## config.mk

```make
export PLATFORM = sky130hd
export DESIGN_NAME = lcd_bus_arbiter
export DESIGN_NICKNAME = d
export VERILOG_FILES = /design/src/rtl/lcd_bus_arbiter.sv
export SDC_FILE = /design/constraint.sdc
export NUM_CORES = 1
export LEC_CHECK = 0
export CORE_MARGIN = 2
export CORE_UTILIZATION = 47
export DETAILED_ROUTE_END_ITERATION = 16
export PLACE_DENSITY = 0.76
export SETUP_SLACK_MARGIN = 0.3
export SLEW_MARGIN = 20
export SYNTH_ARGS = -nofsm -noshare
export SYNTH_HDL_FRONTEND = slang
export SYNTH_SLANG_ARGS = --single-unit
export TNS_END_PERCENT = 10
```

## constraint.sdc

```tcl
create_clock -name clock -period 1.9 [get_ports clock]
set_clock_uncertainty 0.15 [all_clocks]
set_input_delay 0.57 -clock clock [delete_from_list [all_inputs] [get_ports clock]]
set_output_delay 0.57 -clock clock [all_outputs]
set_load 0.01 [all_outputs]
```

## src/rtl/lcd_bus_arbiter.sv

```systemverilog
// Character-LCD bus owner: runs the power-up/init sequence, then hands the bus
// out byte by byte in round-robin order, with optional per-requester frame lock.
module lcd_bus_arbiter #(
  parameter int NUM_REQ      = 2,
  parameter int POWERUP_WAIT = 70,
  parameter int CLEAR_WAIT   = 5
) (
  input  logic                 clock,
  input  logic                 reset,
  input  logic [NUM_REQ-1:0]   req_valid,
  input  logic [NUM_REQ-1:0]   req_rs,
  input  logic [8*NUM_REQ-1:0] req_data,
  input  logic [NUM_REQ-1:0]   req_lock,
  output logic [NUM_REQ-1:0]   req_ready,
  output logic [NUM_REQ-1:0]   grant,
  output logic                 init_done,
  output logic                 E,
  output logic                 RS,
  output logic                 RW,
  output logic [7:0]           DATA
);
  localparam int IW   = $clog2(NUM_REQ);
  localparam int CMAX = (POWERUP_WAIT > CLEAR_WAIT) ? POWERUP_WAIT : CLEAR_WAIT;
  localparam int CW   = $clog2(CMAX + 1) + 1;
  localparam logic [CW-1:0] PW_LAST = CW'((POWERUP_WAIT > 0) ? POWERUP_WAIT - 1 : 0);
  localparam logic [CW-1:0] CL_LAST = CW'((CLEAR_WAIT > 0) ? CLEAR_WAIT - 1 : 0);
  localparam logic [NUM_REQ-1:0] ONE = NUM_REQ'(1);

  typedef enum logic [2:0] {PWRUP, SETUP, STROBE, HOLD, WAIT, ARB} state_t;

  state_t          state, state_nxt;
  logic [CW-1:0]   cnt, cnt_nxt;
  logic [1:0]      init_idx, idx_nxt;
  logic            done_nxt, lock, lock_nxt, advance, found, settle;
  logic [IW-1:0]   owner, owner_nxt, ptr, ptr_nxt, win;
  logic            cur_rs, rs_nxt;
  logic [7:0]      cur_data, data_nxt;
  logic [NUM_REQ-1:0] cand;
  int              j;

  function automatic logic [7:0] init_byte(input logic [1:0] i);
    case (i)
      2'd0:    return 8'h38;
      2'd1:    return 8'h0C;
      2'd2:    return 8'h06;
      default: return 8'h01;
    endcase
  endfunction

  // clear/home commands need extra settle time on the panel
  assign settle = !cur_rs && (cur_data == 8'h01 || cur_data == 8'h02) && (CLEAR_WAIT > 0);

  always_comb begin
    state_nxt = state;
    cnt_nxt   = cnt;
    idx_nxt   = init_idx;
    done_nxt  = init_done;
    lock_nxt  = lock;
    owner_nxt = owner;
    ptr_nxt   = ptr;
    rs_nxt    = cur_rs;
    data_nxt  = cur_data;
    req_ready = '0;
    grant     = '0;
    advance   = 1'b0;
    cand      = req_valid;
    found     = 1'b0;
    win       = '0;
    j         = 0;
    case (state)
      PWRUP: begin
        if (cnt == PW_LAST) begin
          state_nxt = SETUP;
          idx_nxt   = 2'd0;
          rs_nxt    = 1'b0;
          data_nxt  = init_byte(2'd0);
        end else begin
          cnt_nxt = cnt + 1'b1;
        end
      end
      SETUP:  state_nxt = STROBE;
      STROBE: state_nxt = HOLD;
      HOLD: begin
        if (settle) begin
          state_nxt = WAIT;
          cnt_nxt   = '0;
        end else begin
          advance = 1'b1;
        end
      end
      WAIT: begin
        if (cnt == CL_LAST) advance = 1'b1;
        else cnt_nxt = cnt + 1'b1;
      end
      ARB: begin
        // a locked owner that has gone quiet gives the bus back this same cycle
        if (lock) begin
          if (!req_valid[owner] && !req_lock[owner]) lock_nxt = 1'b0;
          else cand = req_valid & (ONE << owner);
        end
        for (int k = 0; k < NUM_REQ; k++) begin
          j = int'(ptr) + k;
          if (j >= NUM_REQ) j = j - NUM_REQ;
          if (!found && cand[j]) begin
            found = 1'b1;
            win   = IW'(j);
          end
        end
        if (found) begin
          req_ready = ONE << win;
          grant     = ONE << win;
          rs_nxt    = req_rs[win];
          data_nxt  = req_data[8*win +: 8];
          lock_nxt  = req_lock[win];
          owner_nxt = win;
          ptr_nxt   = (win == IW'(NUM_REQ - 1)) ? '0 : win + 1'b1;
          state_nxt = SETUP;
        end else if (lock_nxt) begin
          grant = ONE << owner;
        end
      end
      default: state_nxt = PWRUP;
    endcase
    if (init_done && state inside {SETUP, STROBE, HOLD, WAIT}) grant = ONE << owner;
    if (advance) begin
      if (!init_done && init_idx != 2'd3) begin
        state_nxt = SETUP;
        idx_nxt   = init_idx + 2'd1;
        rs_nxt    = 1'b0;
        data_nxt  = init_byte(init_idx + 2'd1);
      end else begin
        state_nxt = ARB;
        done_nxt  = 1'b1;
      end
    end
  end

  always_ff @(posedge clock) begin
    if (reset) begin
      state     <= PWRUP;
      cnt       <= '0;
      init_idx  <= '0;
      init_done <= 1'b0;
      lock      <= 1'b0;
      owner     <= '0;
      ptr       <= '0;
      cur_rs    <= 1'b1;
      cur_data  <= 8'h00;
      E         <= 1'b0;
      RS        <= 1'b1;
      RW        <= 1'b1;
      DATA      <= 8'h00;
    end else begin
      state     <= state_nxt;
      cnt       <= cnt_nxt;
      init_idx  <= idx_nxt;
      init_done <= done_nxt;
      lock      <= lock_nxt;
      owner     <= owner_nxt;
      ptr       <= ptr_nxt;
      cur_rs    <= rs_nxt;
      cur_data  <= data_nxt;
      if (state_nxt inside {SETUP, STROBE, HOLD}) begin
        E    <= (state_nxt == STROBE);
        RS   <= rs_nxt;
        RW   <= 1'b0;
        DATA <= data_nxt;
      end else begin
        E    <= 1'b0;
        RS   <= 1'b1;
        RW   <= 1'b1;
        DATA <= 8'h00;
      end
    end
  end
endmodule

```

After elaboration in Yosys (flattened, before gate mapping)
Cells that the tools add are included.
{ "op_classes": {"n_reduce_logical": 20, "n_mux": 68, "magnitude_cmp": 6, "n_shift": 3, "n_eq_ne": 18, "bitwise": 3, "addsub": 6} }
{ "op_table": {"columns": ["operator", "count"], "rows": [
  ["2-to-1 mux 32 bit", 4],
  ["less-than comparator 32 x 3 -> 1 bit, second input constant", 2],
  ["2-to-1 mux 8 bit", 7],
  ["2-to-1 mux 1 bit", 33],
  ["2-to-1 mux 2 bit", 13],
  ["one-hot mux 8 bit (3 select lines)", 1],
  ["one-hot mux 3 bit (6 select lines)", 1],
  ["one-hot mux 6 bit (3 select lines)", 1],
  ["one-hot mux 8 bit (2 select lines)", 1],
  ["variable part select 16 x 5 -> 8 bit", 1],
  ["2-to-1 mux 3 bit", 5],
  ["equality test 3 x 2 -> 1 bit, second input constant", 4],
  ["adder 8 x 1 -> 8 bit, second input constant", 1],
  ["equality test 8 x 1 -> 1 bit, second input constant", 1],
  ["equality test 8 x 2 -> 1 bit, second input constant", 1],
  ["equality test 8 x 3 -> 1 bit, second input constant", 1],
  ["equality test 8 x 7 -> 1 bit, second input constant", 1],
  ["!= test 2 bit, second input constant", 4],
  ["equality test 3 x 1 -> 1 bit, second input constant", 2],
  ["equality test 3 bit, second input constant", 2],
  ["nonzero test 3 bit", 2],
  ["logical AND 1 bit", 5],
  ["zero test 1 bit", 5],
  ["less-than comparator 1 x 2 -> 1 bit, second input constant", 2],
  ["other kinds (20)", 24]
]} }
{ "totals": {"ff_bits": 37, "inputBits": 24, "output_inout_bits": 16} }

Longest topological paths before layout
{ "logic_depth": {"ltp_word": 23, "depth_mapped": 8} }

Least setup slack after synthesis
No wires, ideal clock.
{ "synth_path": {"path_type": "register to output", "from": "reg state[2]", "to": "out grant[1]", "setup_slack_ns": -0.279, "arrival_ns": 1.459, "path_buffers": 2, "stages_incl_launch_ff": 7, "cell_sequence": "dfxtp_1 -> buf_2 -> and3b_1 -> buf_2 -> nand4_1 -> nor2_1 -> a21o_1"} }
{ "synth_via": {"elab_chain_cells": 4} }
{ "synth_rtl": {"columns": ["item", "line", "source"], "rows": [
  ["start: declaration", "31", "state_t state, state_nxt;"],
  ["start signal: assignment", "154", "state <= state_nxt;"],
  ["equality test 3 x 1 -> 1 bit, or another cell as far along", "124", "if (init_done && state inside {SETUP, STROBE, HOLD, WAIT}) grant = ONE << owner;"],
  ["nonzero test 4 bit", "124", null],
  ["logical AND 1 bit", "124", null],
  ["2-to-1 mux 2 bit (*)", "124", null],
  ["end: declaration", "15", "output logic [NUM_REQ-1:0] grant,"]
]} }
Mark *: on every way between the ends. The rest lies on a longest branch, timed or not.

Worst setup path in the final report
{ "layout_path": {"from": "in req_lock[0]", "to": "out grant[0]"} }
{ "layout_via": {"elab_chain_cells": 20} }
{ "layout_rtl": {"columns": ["item", "line", "source"], "rows": [
  ["start: declaration", "13", "input logic [NUM_REQ-1:0] req_lock,"],
  ["2-to-1 mux 1 bit (not written as such) (*) (2 in series)", "98", "if (!req_valid[owner] && !req_lock[owner]) lock_nxt = 1'b0;"],
  ["zero test 1 bit (*)", "98", null],
  ["logical AND 1 bit (*)", "98", null],
  ["2-to-1 mux 2 bit", "98", null],
  ["2-to-1 mux 2 bit", "97", "if (lock) begin"],
  ["2-to-1 mux 2 bit", "70", "case (state)"],
  ["2-to-1 mux 1 bit (not written as such) (3 in series)", "104", "if (!found && cand[j]) begin"],
  ["2-to-1 mux 1 bit", "104", null],
  ["2-to-1 mux 1 bit", "70", null],
  ["zero test 1 bit", "104", null],
  ["logical AND 1 bit", "104", null],
  ["2-to-1 mux 1 bit", "104", null],
  ["2-to-1 mux 1 bit", "70", null],
  ["left shift 1 x 1 -> 2 bit", "111", "grant = ONE << win;"],
  ["2-to-1 mux 2 bit (*)", "109", "if (found) begin"],
  ["2-to-1 mux 2 bit (*)", "70", null],
  ["2-to-1 mux 2 bit (*)", "124", null]
]} }
Mark *: on every way between the ends. The rest lies on a longest branch, timed or not. The select of a mux whose other input is x is not followed.

==> reports/metrics.cfg <==
[synth]
netlist_area_mm2=0.00206
synth_edf_count=0
async_flop_share=0
yosysSeqAreaShare=0.359
synth_area_per_cell_um2=8.67
mappedNetlistNets=268
ys_warn_count=0
synthFlopType=dfxtp_1
synth-seq-cells=37
synth_cells=238
yosysUniqueCellTypes=54

[power_and_ir_drop]
peakVddDrop_mv=0.628
power_density_mw_per_mm2=464
finalPower_mw=1.55
power_leakage_nw=1.39

[clock_network]
cts_root_buffer=clkbuf_8
htree_levels=2
clock_latency_ns=0.30
clock_path_buffers=2
numCtsBuffers=5
clk_pin_slew_worst_paths_ns=0.08
cts_sinks=37
cts_hold_buf=0
cts_tree=yes

[critical_path]
cp.arrival_ns=1.63
path_class=in -> out
worstPathMaxFanout=3
end_kind=output port
rr_worst_depth=13
critPathLaunchType=input port
cp.required_ns=1.18

[timing]
setup_viol=33
finalHoldViolCount=0
fin_hold_ws_ns=0.387
maxSlewHeadroom=0.751
min_period_ns=2.35
timing.final.crit_share=1.24
rsz0062_at_grt=true
worst_pin_slew_ns=0.364
clock.fmax_ghz=0.425
fin_ws_ns=-0.452
finalMaxSlewViolations=0

[die]
core-area_mm2=0.00429
start_util=0.481
dieArea_mm2=0.00494
io_pins=40
placementRows=24
chipWidth_um=70.3
die_h_um=70.3

[outcome]
status=complete, but fails checks
failed_checks=setup timing

[layout]
stdcell_count=406
nets=383
area_growth_pct=61.6
diodes=0
drive_gt1_frac=0.418
fin_util=0.777

[global_routing]
grt_max_degree=13
grt_pass1_vias=2226
gr-usage-all-layers=0.272
grt_pass1_wl_um=10500
grt_overflow_total=0
antenna_found_initial=0

[placed_design]
dp_cells=380
portBuffers=39
hpwl_um=4380
preCtsSetupSlack_ns=-1.25
gp_congestion=0.952

[drt]
drtPass1Iterations=4
route.detailed.wl_per_inst_um=16.5
vias=2294
drc=0
drtAntennaViolNets=0
drtIter0Drc=171
viasPerCell=5.65
routed_wl_um=6720

[flow_run]
cap_violations=0

[worst_hold_path]
hp-class=reg -> reg
hold_depth=2

per-layer routing:
metal,wire (um),track usage,share of wire,vias to the layer above
met3,412,0.0563,0.061,21
met4,287,0.139,0.043,0
li1,-,-,-,1118
met2,3360,0.462,0.50,94
met1,2660,0.321,0.40,1061
met5,0,0,0,-
registers in the layout, indices dropped and copies added, names as in the netlist, 2 cells and up:
register  cells
DATA          8
cnt           8
cur_data      8
init_idx      2
state         3
repair_timing:
item,4_1_cts,5_1_grt
gates cloned,0,0
resized for setup,81,38
setup endpoints to repair,51,51
pin swaps,16,9
setup buffers,17,1
final timing paths:
path | from | endpoint | slack [ns]
setup / recovery | req_lock[0] | grant[0] | -0.45
hold / removal | cur_data[1]$_SDFF_PP0_ | cur_data[1]$_SDFF_PP0_ | 0.39
setup reg to reg | state[1]$_SDFF_PP0_ | lock$_SDFFE_PP0P_ | -0.32
hold reg to reg | cur_data[1]$_SDFF_PP0_ | cur_data[1]$_SDFF_PP0_ | 0.39
cells by family after synthesis:
logic type	after synthesis	synth area share
AOI/OAI and AO/OA	66	0.225
xor gates and xnor gates	7	0.0297
adders and majority gates	6	0.0364
buffers and inverters	20	0.0412
DFF	37	0.359
muxes	7	0.0364
and+or+nand+nor	95	0.272
through the flow:
stage	TNS (ns)	area [um^2]
detailed placement	-21.73	2940
global route	-7.94	3340
floorplan	-1.19	2090
CTS	-4.42	3230
finish	-5.36	3340
global placement	-20.88	2940
power by group:
part | internal, mW | switching (mW)
logic | 0.103 | 0.0744
registers | 0.778 | 0.00389
clock network | 0.294 | 0.295
total | 1.17 | 0.373
area by class of cell:
class	instances	area, um^2
tap	52	65.1
clock inverter	2	13.8
fill	299	957
timing repair buffer	119	1010
inverter	9	33.8
clock buffer	6	82.6
sequential	37	752
multi-input combinational	181	1380
layout by cell type, fill, tap and decap left out, types with 6 or more instances in the layout:
| cell type | count |
|---|---|
| nor3_1 | 7 |
| dfxtp_1 | 32 |
| inv_1 | 8 |
| a21oi_1 | 15 |
| ha_1 | 6 |
| nand2b_1 | 7 |
| buf_4 | 66 |
| clkbuf_8 | 6 |
| o21ai_1 | 8 |
| nand2_1 | 15 |
| nor2_1 | 18 |
| clkdlybuf4s15_1 | 8 |
| clkdlybuf4s50_1 | 19 |
| buf_6 | 17 |
| nand3_1 | 8 |
synthesized netlist by cell type, types with 3 or more instances:
| cell type | instances | area, um^2 |
|---|---|---|
| buf_2 | 5 | 25.0 |
| nor2_1 | 21 | 78.8 |
| a22oi_1 | 5 | 37.5 |
| a211o_1 | 4 | 35.0 |
| mux2i_1 | 3 | 30.0 |
| inv_1 | 9 | 33.8 |
| nand3_1 | 9 | 45.0 |
| nor2b_1 | 3 | 18.8 |
| a31oi_1 | 4 | 25.0 |
| nand4_1 | 5 | 31.3 |
| a21oi_1 | 16 | 80.1 |
| nand2b_1 | 8 | 50.1 |
| ha_1 | 6 | 75.1 |
| and3_1 | 3 | 18.8 |
| dfxtp_1 | 37 | 741 |
| a21o_1 | 4 | 30.0 |
| mux2_2 | 4 | 45.0 |
| nor3_1 | 8 | 40.0 |
| nand3b_1 | 3 | 22.5 |
| o21ai_0 | 8 | 40.0 |
| o21ai_1 | 6 | 30.0 |
| xnor2_1 | 5 | 43.8 |
| clkbuf_1 | 4 | 15.0 |
| nand2_1 | 16 | 60.1 |
critical path, cell delays in order:
cell and delay (ns):
buf_2 0.13, buf_4 0.14, nand4b_1 0.12, a21oi_2 0.07, a21oi_1 0.28, o22ai_2 0.16
buf_2 0.16
Power figures use the tool's default switching activity.
